<file path="src/rtl/memory_unit_if.sv">
// Request/response bundle between the processor controller and memory_unit.
// MEM_RANGE_ERR_EN adds the out-of-range error strobe.
interface memory_unit_if #(
    parameter int word_size = 8
);
    logic [word_size-1:0] address;
    logic [word_size-1:0] data_in;
    logic [word_size-1:0] data_out;
    logic                 write;
    logic                 req;
    logic                 ready;
    logic                 busy;
`ifdef MEM_RANGE_ERR_EN
    logic                 error;
`endif

    modport master (
        output address, data_in, write, req,
        input  data_out, ready, busy
`ifdef MEM_RANGE_ERR_EN
        , input error
`endif
    );

    modport slave (
        input  address, data_in, write, req,
        output data_out, ready, busy
`ifdef MEM_RANGE_ERR_EN
        , output error
`endif
    );
endinterface

</file>
<file path="src/rtl/memory_unit.sv">
// Word-addressed memory responder with parameterised wait states.
// Optional MEM_RANGE_ERR_EN flags out-of-range accesses on bus.error.
module memory_unit #(
    parameter int word_size   = 8,
    parameter int memory_size = 256,
    parameter int wait_states = 2
) (
    input  logic         clk,
    input  logic         rst,
    memory_unit_if.slave bus
);
    localparam int AW = (memory_size > 1) ? $clog2(memory_size) : 1;

    typedef enum logic [1:0] {IDLE, WAIT, RESP} state_t;

    state_t               state;
    state_t               state_nx;
    logic                 accept;
    logic [3:0]           cnt;
    logic [word_size-1:0] lat_addr;
    logic [word_size-1:0] lat_data;
    logic                 lat_write;
    logic [word_size-1:0] dout;
    logic                 rdy;
    logic                 bsy;
    logic                 in_range;
    logic [AW-1:0]        idx;
    logic [word_size-1:0] mem [memory_size];

    assign idx      = lat_addr[AW-1:0];
    assign in_range = 32'(lat_addr) < 32'(memory_size);

    assign bus.data_out = dout;
    assign bus.ready    = rdy;
    assign bus.busy     = bsy;

    // The ready cycle doubles as a turnaround: no acceptance while it is high.
    always_comb begin
        state_nx = state;
        accept   = 1'b0;
        unique case (state)
            IDLE: begin
                if (bus.req && !rdy) begin
                    accept   = 1'b1;
                    state_nx = (wait_states > 0) ? WAIT : RESP;
                end
            end
            WAIT: begin
                if (cnt == 4'd1) state_nx = RESP;
            end
            RESP: state_nx = IDLE;
            default: state_nx = IDLE;
        endcase
    end

    always_ff @(posedge clk or negedge rst) begin
        if (!rst) begin
            state     <= IDLE;
            cnt       <= '0;
            lat_addr  <= '0;
            lat_data  <= '0;
            lat_write <= 1'b0;
            dout      <= '0;
            rdy       <= 1'b0;
            bsy       <= 1'b0;
        end else begin
            state <= state_nx;
            rdy   <= (state == RESP);
            bsy   <= (state_nx != IDLE) || (state == RESP);
            if (accept) begin
                lat_addr  <= bus.address;
                lat_data  <= bus.data_in;
                lat_write <= bus.write;
                cnt       <= 4'(wait_states);
            end else if (state == WAIT) begin
                cnt <= cnt - 4'd1;
            end
            if (state == RESP && !lat_write)
                dout <= in_range ? mem[idx] : '0;
        end
    end

    // Array has no reset; a reset drops state to IDLE so no commit follows.
    always_ff @(posedge clk) begin
        if (state == RESP && lat_write && in_range)
            mem[idx] <= lat_data;
    end

`ifdef MEM_RANGE_ERR_EN
    logic err;
    assign bus.error = err;

    always_ff @(posedge clk or negedge rst) begin
        if (!rst) err <= 1'b0;
        else      err <= (state == RESP) && !in_range;
    end
`endif
endmodule

</file>
<file path="src/flat_wrapper.sv">
// flat-port wrapper written by rule: the top's interface ports become plain ports
module memory_unit_flat 
#(
    parameter int word_size   = 8,
    parameter int memory_size = 256,
    parameter int wait_states = 2
)
  (clk, rst, bus_address, bus_data_in, bus_write, bus_req, bus_data_out, bus_ready, bus_busy);
  memory_unit_if #(.word_size(word_size)) bus_i ();
  input  logic clk;
  input  logic rst;
  input wire logic [$bits(bus_i.address)-1:0] bus_address;
  input wire logic [$bits(bus_i.data_in)-1:0] bus_data_in;
  input wire logic [$bits(bus_i.write)-1:0] bus_write;
  input wire logic [$bits(bus_i.req)-1:0] bus_req;
  output wire logic [$bits(bus_i.data_out)-1:0] bus_data_out;
  output wire logic [$bits(bus_i.ready)-1:0] bus_ready;
  output wire logic [$bits(bus_i.busy)-1:0] bus_busy;
  assign bus_i.address = bus_address;
  assign bus_i.data_in = bus_data_in;
  assign bus_i.write = bus_write;
  assign bus_i.req = bus_req;
  assign bus_data_out = bus_i.data_out;
  assign bus_ready = bus_i.ready;
  assign bus_busy = bus_i.busy;
  memory_unit #(.word_size(word_size), .memory_size(memory_size), .wait_states(wait_states)) u_core (.clk(clk), .rst(rst), .bus(bus_i));
endmodule
</file>
<file path="config.mk">
export PLATFORM = sky130hd
export DESIGN_NAME = memory_unit_flat
export DESIGN_NICKNAME = d
export VERILOG_FILES = /design/src/rtl/memory_unit_if.sv /design/src/rtl/memory_unit.sv /design/src/flat_wrapper.sv
export SDC_FILE = /design/constraint.sdc
export NUM_CORES = 2
export LEC_CHECK = 0
export CORE_AREA = 2 2 453 455
export CTS_BUF_LIST = sky130_fd_sc_hd__clkbuf_2 sky130_fd_sc_hd__clkbuf_4 sky130_fd_sc_hd__clkbuf_8
export DETAILED_ROUTE_END_ITERATION = 10
export DIE_AREA = 0 0 455 457
export PLACE_DENSITY = 0.64
export SYNTH_ARGS = -nofsm -noshare
export SYNTH_HDL_FRONTEND = slang
export SYNTH_SLANG_ARGS = --single-unit
</file>
<file path="constraint.sdc">
create_clock -name clk -period 11.5 [get_ports clk]
set_input_delay 2.3 -clock clk [delete_from_list [all_inputs] [get_ports clk]]
set_output_delay 2.3 -clock clk [all_outputs]
set_load 0.05 [all_outputs]
</file>
==> results.cfg <==
[synthesis]
synth_top_area_share_pct = 76.1
synth_compound_area_share_pct = 2.23
synth_seq_cells = 2081
synth_area_um2 = 80800
synth-xor-area-share_pct = 0
syn_area_per_cell_um2 = 21.0
synth-simple-area-share_pct = 3.24
synth_area_leaders = edfxtp_1 (76%), mux4_2 (14%), mux2i_1 (2.0%), nor2_1 (1.3%), dfrtp_1 (1.0%)
synth_nets = 3866
synth_mux_area_share_pct = 15.8
synth_top_family_by_area = multiplexers
synth_ff_type = edfxtp_1
yosysSeqAreaShare_pct = 77.1
yosysWarnings = 0
synth_top_cell_by_area = edfxtp_1
synthArstFlopShare_pct = 1.59
synth_edf_count = 2048
netlist_instances = 3844
synth.distinct_cells = 60
synthAdderAreaFrac_pct = 0.0310

[global_routing]
grt_overflow = 0
grt_max_degree = 231
grt_antenna_before_repair = 2
grt_pass1_vias = 41000
grt_pass1_wl_um = 291000
gr-usage-all-layers_pct = 19.4

[timing]
rsz0062_at_grt = no
setup_viol = 0
drv_slew = 41
worst_pin_slew_ns = 1.55
hold_viol = 0
fmax_ghz = 0.184
fin_skew_ns = 0.111
fin_tns_setup_ns = 0
maxSlewHeadroom_pct = -3.12
post-route-min-period_ns = 5.44
period_share_pct = 47.3

[die]
core_um2 = 203000
dieHeight_um = 457
die-area_um2 = 208000
start_util_pct = 39.7
die_w_um = 455
io_pins = 30
row_count = 166

[clock_tree]
cts-root-buf = clkbuf_8
cts_hold_buf = 0
clk_pin_slew_ns = 0.06
cts_resized = 0
clock_path_buffers = 4
insertion_delay_ns = 1.08
cts_htree_levels = 5
cts_tree = built
post_cts_buffers = 0
numCtsBuffers = 343
cts_sinks = 2081

[setup_path]
cp-start-kind = register
arrival_ns = 6.31
max_stage_delay_ns = 0.81
cp_slowest_cell = buf_4
crit_start = u_core.idx[3]
cp.depth = 10
critical_path.top_delay_family = buffers and inverters
path_max_fanout = 98
crit_top_cell = buf_4
path_class = register to register
path_buf_inv = 3
reg2regPathDepth = 10
cp-end-kind = register
critPathRequiredTime_ns = 12.37
cp_cell_sequence = buf_4 > buf_12 > buf_4 > mux4_2 > o211ai_1 > o22ai_1 > nor4_1 > nand3_1 > o32ai_1 > o41ai_1
reg2reg_from = u_core.idx[3]

[place]
place.gp.congestion = 0.836
portBuffers = 29
placed_cells = 6414
hpwl_um = 119000

[drt]
vias_per_cell = 5.76
wl_per_cell_um = 29.1
detail-route-antenna-nets = 0
dr.pass1.iters = 6
wl_um = 204000
dr.first_iter.drc_count = 5068
drc_errors = 0
vias = 40400

[final_layout]
mostFrequentLayoutCell = edfxtp_1
synthToLayoutAreaGrowth_pct = 11.9
drive_above_1_share_pct = 26.2
nets = 4093
final_core_util_pct = 44.5
fillers = 17000
stdcell_count = 7014
final_cell_mix = edfxtp_1 (2048), mux4_2 (493), clkbuf_8 (360)

[worst_hold_path]
min_from = u_core.cnt[3]
hp-class = register to register
worstHoldPathCells = 1

[status]
status = complete, but fails checks
violations = max-slew violations

[job]
cap_violations = 0

[power]
power_density_nw_per_um2 = 245
peakVddDrop_uv = 181
p_leak_uw = 0.0280
cells in the mapped netlist (3+ instances only):
cell / n
buf_1: 11
and3_1: 8
mux2_2: 5
a32oi_1: 21
nor2b_1: 15
o21ai_0: 40
o22ai_1: 32
or2_2: 3
nand3_1: 64
nand4_1: 25
buf_6: 19
buf_4: 51
nand2b_1: 6
inv_1: 6
a31oi_1: 14
a22o_1: 6
clkbuf_1: 88
edfxtp_1: 2048
o211ai_1: 3
nor2_1: 282
dfrtp_1: 33
a221o_1: 3
mux4_2: 493
a41oi_1: 3
buf_2: 58
mux2i_1: 158
nand2_1: 175
nor4_1: 7
and2_1: 7
nor3_1: 13
a221oi_1: 17
a211oi_1: 11
a22oi_1: 59
a21oi_1: 22
a2111oi_0: 3
layer usage:
layer	share of wire, %	vias to the layer above	GRT usage, %	wire [µm]
li1	-	16500	-	-
met1	40	21500	26.7	81900
met2	47	2009	29.9	96800
met3	8.6	366	4.42	17600
met4	3.8	0	7.78	7650
met5	0	-	0	0
final timing paths:
check	endpoint	slack (ns)
min	u_core.cnt[3]	0.52
min in group asynchronous	u_core.lat_data[0]	1.35
min reg2reg	u_core.cnt[3]	0.52
max	u_core.bus.data_out[3]	6.06
max in group asynchronous	u_core.idx[0]	9.63
max reg2reg	u_core.bus.data_out[3]	6.06
metrics by stage:
stage / power (µW) / setup slack (ns) / hold slack, ns / area (µm²)
after floorplan: 14000 / 7.51 / 0.457 / 80800
after global placement: 16000 / 6.10 / 0.478 / 84000
after detailed placement: 16100 / 6.09 / 0.502 / 84000
after CTS: 22200 / 6.07 / 0.510 / 90400
after global routing: 22800 / 5.93 / 0.551 / 90400
final: 22100 / 6.06 / 0.523 / 90400
state kept, by name, indices dropped and copies added, names as in the netlist:
| signal | flops |
|---|---|
| u_core.lat_data | 8 |
| u_core.lat_write | 1 |
| u_core.idx | 8 |
| u_core.bus.busy | 1 |
| u_core.cnt | 4 |
| u_core.bus.ready | 1 |
| u_core.state | 2 |
| u_core.mem | 2048 |
| u_core.bus.data_out | 8 |
logic make-up after synthesis:
group           Yosys count
compound gates          255
fa+ha+maj                 2
buf+inv                 236
flops                  2081
mux                     656
simple gates            614
report_power, final:
part | switching (µW) | internal (µW)
Clock | 2860 | 3300
Sequential | 445 | 9450
Combinational | 3930 | 2140
Total | 7230 | 14900
layout make-up:
class                   count  area (µm²)  area share (%)
clock inverters           120         581           0.642
diodes                      3        7.51         0.00830
clock buffers             477        5830            6.45
flip-flops and latches   2081       62400            69.0
multi-input cells        1527       17300            19.1
well taps                2688        3360            3.72
inverters                   8        32.5          0.0360
repair buffers            110         968            1.07
(Power assumes the default switching activity.)
